==> config.mk <==
export PLATFORM = sky130hd
export DESIGN_NAME = alu_pipe
export DESIGN_NICKNAME = d
export VERILOG_FILES = /design/src/rtl/alu_pipe.sv
export SDC_FILE = /design/constraint.sdc
export NUM_CORES = 2
export LEC_CHECK = 0
export ABC_AREA = 1
export CAP_MARGIN = 20
export CORE_ASPECT_RATIO = 0.5
export CORE_MARGIN = 5
export CORE_UTILIZATION = 40
export CTS_BUF_LIST = sky130_fd_sc_hd__clkbuf_2
export CTS_CLUSTER_DIAMETER = 40
export DETAILED_ROUTE_END_ITERATION = 8
export SYNTH_ARGS = -nofsm -noshare
export SYNTH_HDL_FRONTEND = slang
export SYNTH_SLANG_ARGS = --single-unit
==> constraint.sdc <==
create_clock -name clk -period 8.9 [get_ports clk]
set_input_delay 1.335 -clock clk [delete_from_list [all_inputs] [get_ports clk]]
set_output_delay 1.335 -clock clk [all_outputs]
set_load 0.03 [all_outputs]
==> src/rtl/alu_pipe.sv <==
// alu_pipe: handshaked execute-stage ALU with registered results, iterative restoring divider; define ALU_PIPE_SRL_EN to enable opcode 11 SRL
module alu_pipe #(
  parameter int DATA_W = 32,
  parameter int RD_W = 7,
  parameter int OPC_W = 5
) (
  input  logic              clk,
  input  logic              rst,
  input  logic              in_valid,
  output logic              in_ready,
  input  logic [OPC_W-1:0]  op,
  input  logic [RD_W-1:0]   rd,
  input  logic [DATA_W-1:0] rs,
  input  logic [DATA_W-1:0] rsi,
  input  logic [DATA_W-1:0] rt,
  output logic              out_valid,
  input  logic              out_ready,
  output logic [DATA_W-1:0] res,
  output logic [RD_W-1:0]   rd_out,
  output logic [RD_W-1:0]   br_target,
  output logic [OPC_W-1:0]  op_out,
  output logic              div_zero,
  output logic              illegal
);
  localparam int SW = $clog2(DATA_W);
  localparam int CW = $clog2(DATA_W + 1);
  localparam logic [DATA_W-1:0] W_V = DATA_W;
  localparam logic [OPC_W-1:0] OP_NOP = 0, OP_LV = 1, OP_MLT = 2, OP_DIV = 3, OP_REST = 4, OP_SUM = 5,
                               OP_CP = 6, OP_B = 7, OP_BEG = 8, OP_SLR = 9, OP_GP = 10, OP_SRL = 11;
  typedef enum logic [1:0] {S_IDLE, S_DIV, S_HOLD} state_t;
  state_t state, state_n;
  logic [CW-1:0] cnt;
  logic [DATA_W-1:0] quo, dvs, a_res;
  logic [DATA_W:0] rem, shifted, diff;
  logic [RD_W-1:0] d_rd, a_rd, a_br;
  logic d_zero, a_ill, ge, accept, drain_ok, write;
  assign accept = in_valid && in_ready;
  assign drain_ok = !out_valid || out_ready;
  assign write = (accept && op != OP_DIV) || (state == S_DIV && cnt == '0 && drain_ok) || (state == S_HOLD && drain_ok);
  assign shifted = {rem[DATA_W-1:0], quo[DATA_W-1]};
  assign diff = shifted - {1'b0, dvs};
  assign ge = !diff[DATA_W];
  // state register
  always_ff @(posedge clk)
    if (rst) state <= S_IDLE;
    else state <= state_n;
  // next-state logic; a finished quotient waits in HOLD only while an older result is stuck
  always_comb begin
    state_n = state;
    case (state)
      S_IDLE: state_n = (accept && op == OP_DIV) ? S_DIV : S_IDLE;
      S_DIV: state_n = (cnt != '0) ? S_DIV : (drain_ok ? S_IDLE : S_HOLD);
      S_HOLD: state_n = drain_ok ? S_IDLE : S_HOLD;
      default: state_n = S_IDLE;
    endcase
  end
  // FSM output: accept only when idle and the output slot is free or freeing
  always_comb in_ready = (state == S_IDLE) && drain_ok;
  // single-cycle ALU result for every non-DIV opcode
  always_comb begin
    a_res = '0;
    a_rd = '0;
    a_br = '0;
    a_ill = 1'b0;
    case (op)
      OP_NOP, OP_DIV: ;
      OP_LV, OP_CP: begin a_res = rsi; a_rd = rd; end
      OP_MLT: begin a_res = rs * rt; a_rd = rd; end
      OP_REST: begin a_res = rs - rt; a_rd = rd; end
      OP_SUM: begin a_res = rs + rt; a_rd = rd; end
      OP_B: a_br = rd;
      OP_BEG: begin a_res = DATA_W'(DATA_W'(rd) > rs); a_br = rt[RD_W-1:0]; end
      OP_SLR: begin a_res = (rt >= W_V) ? '0 : rs << rt[SW-1:0]; a_rd = rd; end
      OP_GP: begin a_res = rs; a_rd = rd; end
`ifdef ALU_PIPE_SRL_EN
      OP_SRL: begin a_res = (rt >= W_V) ? '0 : rs >> rt[SW-1:0]; a_rd = rd; end
`endif
      default: a_ill = 1'b1;
    endcase
  end
  // divide counter: loaded on accept, one step per DIV cycle, 0 marks the write cycle
  always_ff @(posedge clk)
    if (rst) cnt <= '0;
    else if (accept && op == OP_DIV) cnt <= CW'(DATA_W);
    else if (state == S_DIV && cnt != '0) cnt <= cnt - 1'b1;
  // restoring divider; a zero divisor naturally yields an all-ones quotient
  always_ff @(posedge clk)
    if (accept && op == OP_DIV) begin
      quo <= rs;
      rem <= '0;
      dvs <= rt;
      d_rd <= rd;
      d_zero <= rt == '0;
    end else if (state == S_DIV && cnt != '0) begin
      quo <= {quo[DATA_W-2:0], ge};
      rem <= ge ? diff : shifted;
    end
  // output register: loads from the ALU on accept or from the divider when done, holds until drained
  always_ff @(posedge clk)
    if (rst) begin
      out_valid <= 1'b0;
      res <= '0;
      rd_out <= '0;
      br_target <= '0;
      op_out <= '0;
      div_zero <= 1'b0;
      illegal <= 1'b0;
    end else if (write) begin
      out_valid <= 1'b1;
      res <= accept ? a_res : quo;
      rd_out <= accept ? a_rd : d_rd;
      br_target <= accept ? a_br : '0;
      op_out <= accept ? op : OP_DIV;
      div_zero <= !accept && d_zero;
      illegal <= accept && a_ill;
    end else if (out_ready) out_valid <= 1'b0;
endmodule
==> results.txt <==
- Detailed placement finished with a half-perimeter wire length of 104 mm.
* Wire length of the first global-routing pass: 187 mm
- Net Count, Synth: 4989
- Type of the setup path with the least slack: primary input to register
- Max H-tree Level: 4
* Clock Pin Slew Worst Setup and Hold Paths: 0.33 ns
* Outcome: finished, final reports clean
- Setup repair after global routing left no endpoint under its margin.
- Counting flops with an async set or reset pin after synthesis yields a share of 0.
- Largest net degree at the start of global routing: 65
- Buffers added to address setup during post-CTS repair amount to 0.
* Final wirelength: 125 mm
* Synthesized area per cell: 7.06 um2
* Period Utilization, post-route: 0.891
- Avg Vias per Cell: 5.34
- Clock latency on the worst-skew pair, taken at its later pin, is 0.92 ns.
* Delay of the slowest cell on the worst path: 1.04 ns
* Detailed route wirelength on metal3: 13.2 mm
* Dominant cells by area after synthesis: sky130_fd_sc_hd__fa_1, sky130_fd_sc_hd__nand2_1, sky130_fd_sc_hd__inv_1, sky130_fd_sc_hd__ha_1, sky130_fd_sc_hd__edfxtp_1
- Count of TritonRoute iterations in the first routing pass: 6
- WP data required: 9.77 ns
* Global placement routability congestion: 1.01
- Yosys top cell area share: 0.272
* # nets final: 5125
- The largest total area in the synthesized netlist belongs to sky130_fd_sc_hd__fa_1.
* CTS buffer count: 17
- Portion of the post-synthesis area used by sequential elements: 0.134
- For this design, the CTS-stage hold fixing added 0 buffers.
- Critical Path Source Type: primary input
* All-Layer GR Usage: 0.310
- Counting instances in the post-synthesis netlist gives the leading cell types as sky130_fd_sc_hd__nand2_1, sky130_fd_sc_hd__inv_1, sky130_fd_sc_hd__fa_1.
* Actual slew at the worst max-slew pin: 1.14 ns
- Root Buffer: sky130_fd_sc_hd__clkbuf_2
* Path type of the worst min-delay path: register to register
* Placeable Area: 0.0750 mm2
- Number of global-route vias before repair: 28900
* Slew HR: 0.242
- Max Transition Viols Final: 0
* Initial Utilization: 0.402
* Cell seen most often among critical-path stages: sky130_fd_sc_hd__fa_1
- Drt wl/cell: 23.0 um
- The smallest clock period supported by the final layout is computed as 7.93 ns.
- In this run, the number of DRC markers left after iteration 0 of detailed routing was 2840.
- Along the worst path, the maximum fanout reaches 13.
* Number of cell rows: 71
* Synthesized area: 0.0302 mm2
- DR DRC count: 0
* Kind of capture point of the worst setup path: register
* Hold Vio Cnt, Final: 0
* Fraction of layout cells with a size suffix above 1: 0.0548
* Area growth syn-to-layout: 12.1%
* Number of top-level pins: 167
* Clock tree buffer depth: 2
* Clock skew: 0.0536 ns
* Most used flip-flop cell after synthesis: sky130_fd_sc_hd__dfxtp_1
- Number of enable flip-flop cells after synthesis: 72
- The total overflow left after global routing is 0.
* Routed met1 length: 56.7 mm
- Highest metal layer with signal wires: met5
- Max-cap violations in this run came to 0.
- In the final layout, the multi-input gates occupy 0.0216 mm2.
- Die W: 398 um
* Count of unique library cells instantiated by Yosys: 63
* Count of endpoints failing setup in the final report: 0
- The number of antenna violations at the first check in global routing is 10.
- Detailed-routed wire length on met2: 51.5 mm
* Synth Warn #: 0
- The count of nets left with antenna violations once routing finished came out at 0.
- Worst hold slack after final layout: 0.481 ns
- Die Outline Area: 0.0813 mm2
* Post-synthesis instance total: 4271
* Fill cells: 7723
- Synthesized flop and latch total: 166
- TritonCTS built the clock tree.
- Clock sink total: 166
* Util after Layout: 0.451
- Most common cell in the netlist: sky130_fd_sc_hd__nand2_1
- FF+latch area: 0.00404 mm2
- I/O Buffers: 166
- For this run, the top clock speed supported by timing is 0.126 GHz.
* Arrival time at the worst endpoint: 8.80 ns
- From bottom edge to top edge, the die measures 204 um.
- After clock tree synthesis, the repair step resized 0 gates.
- Across all layers, the routed design uses 29100 vias.
- Slowest cell on the critical path: sky130_fd_sc_hd__clkdlybuf4s50_1
[sequential cells by signal, summed over array words and instances, names as in the netlist]
signal,flops
rem,32
cnt,6
res,32
br_target,7
div_zero,1
illegal,1
state,2
rd_out,7
dvs,32
d_zero,1
quo,32
op_out,5
d_rd,7
out_valid,1
[routing by layer]
metal,vias to the layer above,global-route usage
li1,13300,-
met1,14300,0.450
met2,1253,0.454
met3,170,0.0811
met4,6,0.0859
met5,-,0
[cell usage in the layout (no fill, tap or decap), types with 49 or more instances in the layout]
cell                                 n
sky130_fd_sc_hd__a21oi_1           258
sky130_fd_sc_hd__buf_4             127
sky130_fd_sc_hd__clkdlybuf4s50_1   161
sky130_fd_sc_hd__dfxtp_1            94
sky130_fd_sc_hd__edfxtp_1           72
sky130_fd_sc_hd__fa_1              410
sky130_fd_sc_hd__ha_1              196
sky130_fd_sc_hd__inv_1             979
sky130_fd_sc_hd__nand2_1          1158
sky130_fd_sc_hd__nand3_1           126
sky130_fd_sc_hd__nor2_1            129
sky130_fd_sc_hd__o21ai_0           206
sky130_fd_sc_hd__o21ai_1            52
sky130_fd_sc_hd__xor2_1             49
[cells by family after synthesis]
kind of cell,share of synthesized area
compound gates,0.126
buf+inv,0.152
xor+xnor,0.0232
flops,0.134
mux,0.00265
fa+ha+maj,0.353
simple gates,0.209
[per-stage QoR]
step	setup WS (ns)	setup TNS (ns)	instances	instance area [um2]
detailed placement	0.0756	0	5410	33600
global route	0.861	0	5445	33800
finish	0.973	0	5447	33800
CTS	1.22	0	5442	33800
global placement	-0.0646	-0.0646	5409	33600
floorplan	0.795	0	4271	30200
[worst max-delay path: cells and delay by family]
kind	cells	cell delay, ns
AOI/OAI and AO/OA	4	1.01
and+or+nand+nor	7	0.74
adders and majority gates	9	3.85
buffers and inverters	7	1.86
[worst paths after layout]
kind | startpoint | to | slack, ns | cells past startpoint
worst max-delay path | rt[12] | res[20] | 0.97 | 27
worst max register to register | quo[31] | rem[29] | 5.13 | 19
worst min-delay path | br_target[1] | br_target[1] | 0.48 | 2
worst min register to register | br_target[1] | br_target[1] | 0.48 | 2
[final cells by class]
cell class	count	area share
Antenna cell	5	0.000370
Clock inverter	15	0.00455
Sequential cell	166	0.120
Multi-Input combinational cell	2913	0.638
Tap cell	1022	0.0378
Clock buffer	17	0.00252
Timing Repair Buffer	311	0.0868
Inverter	998	0.111
Power is not shown: default switching activity piles up to over one toggle a cycle in this logic, so the estimate is an artifact.
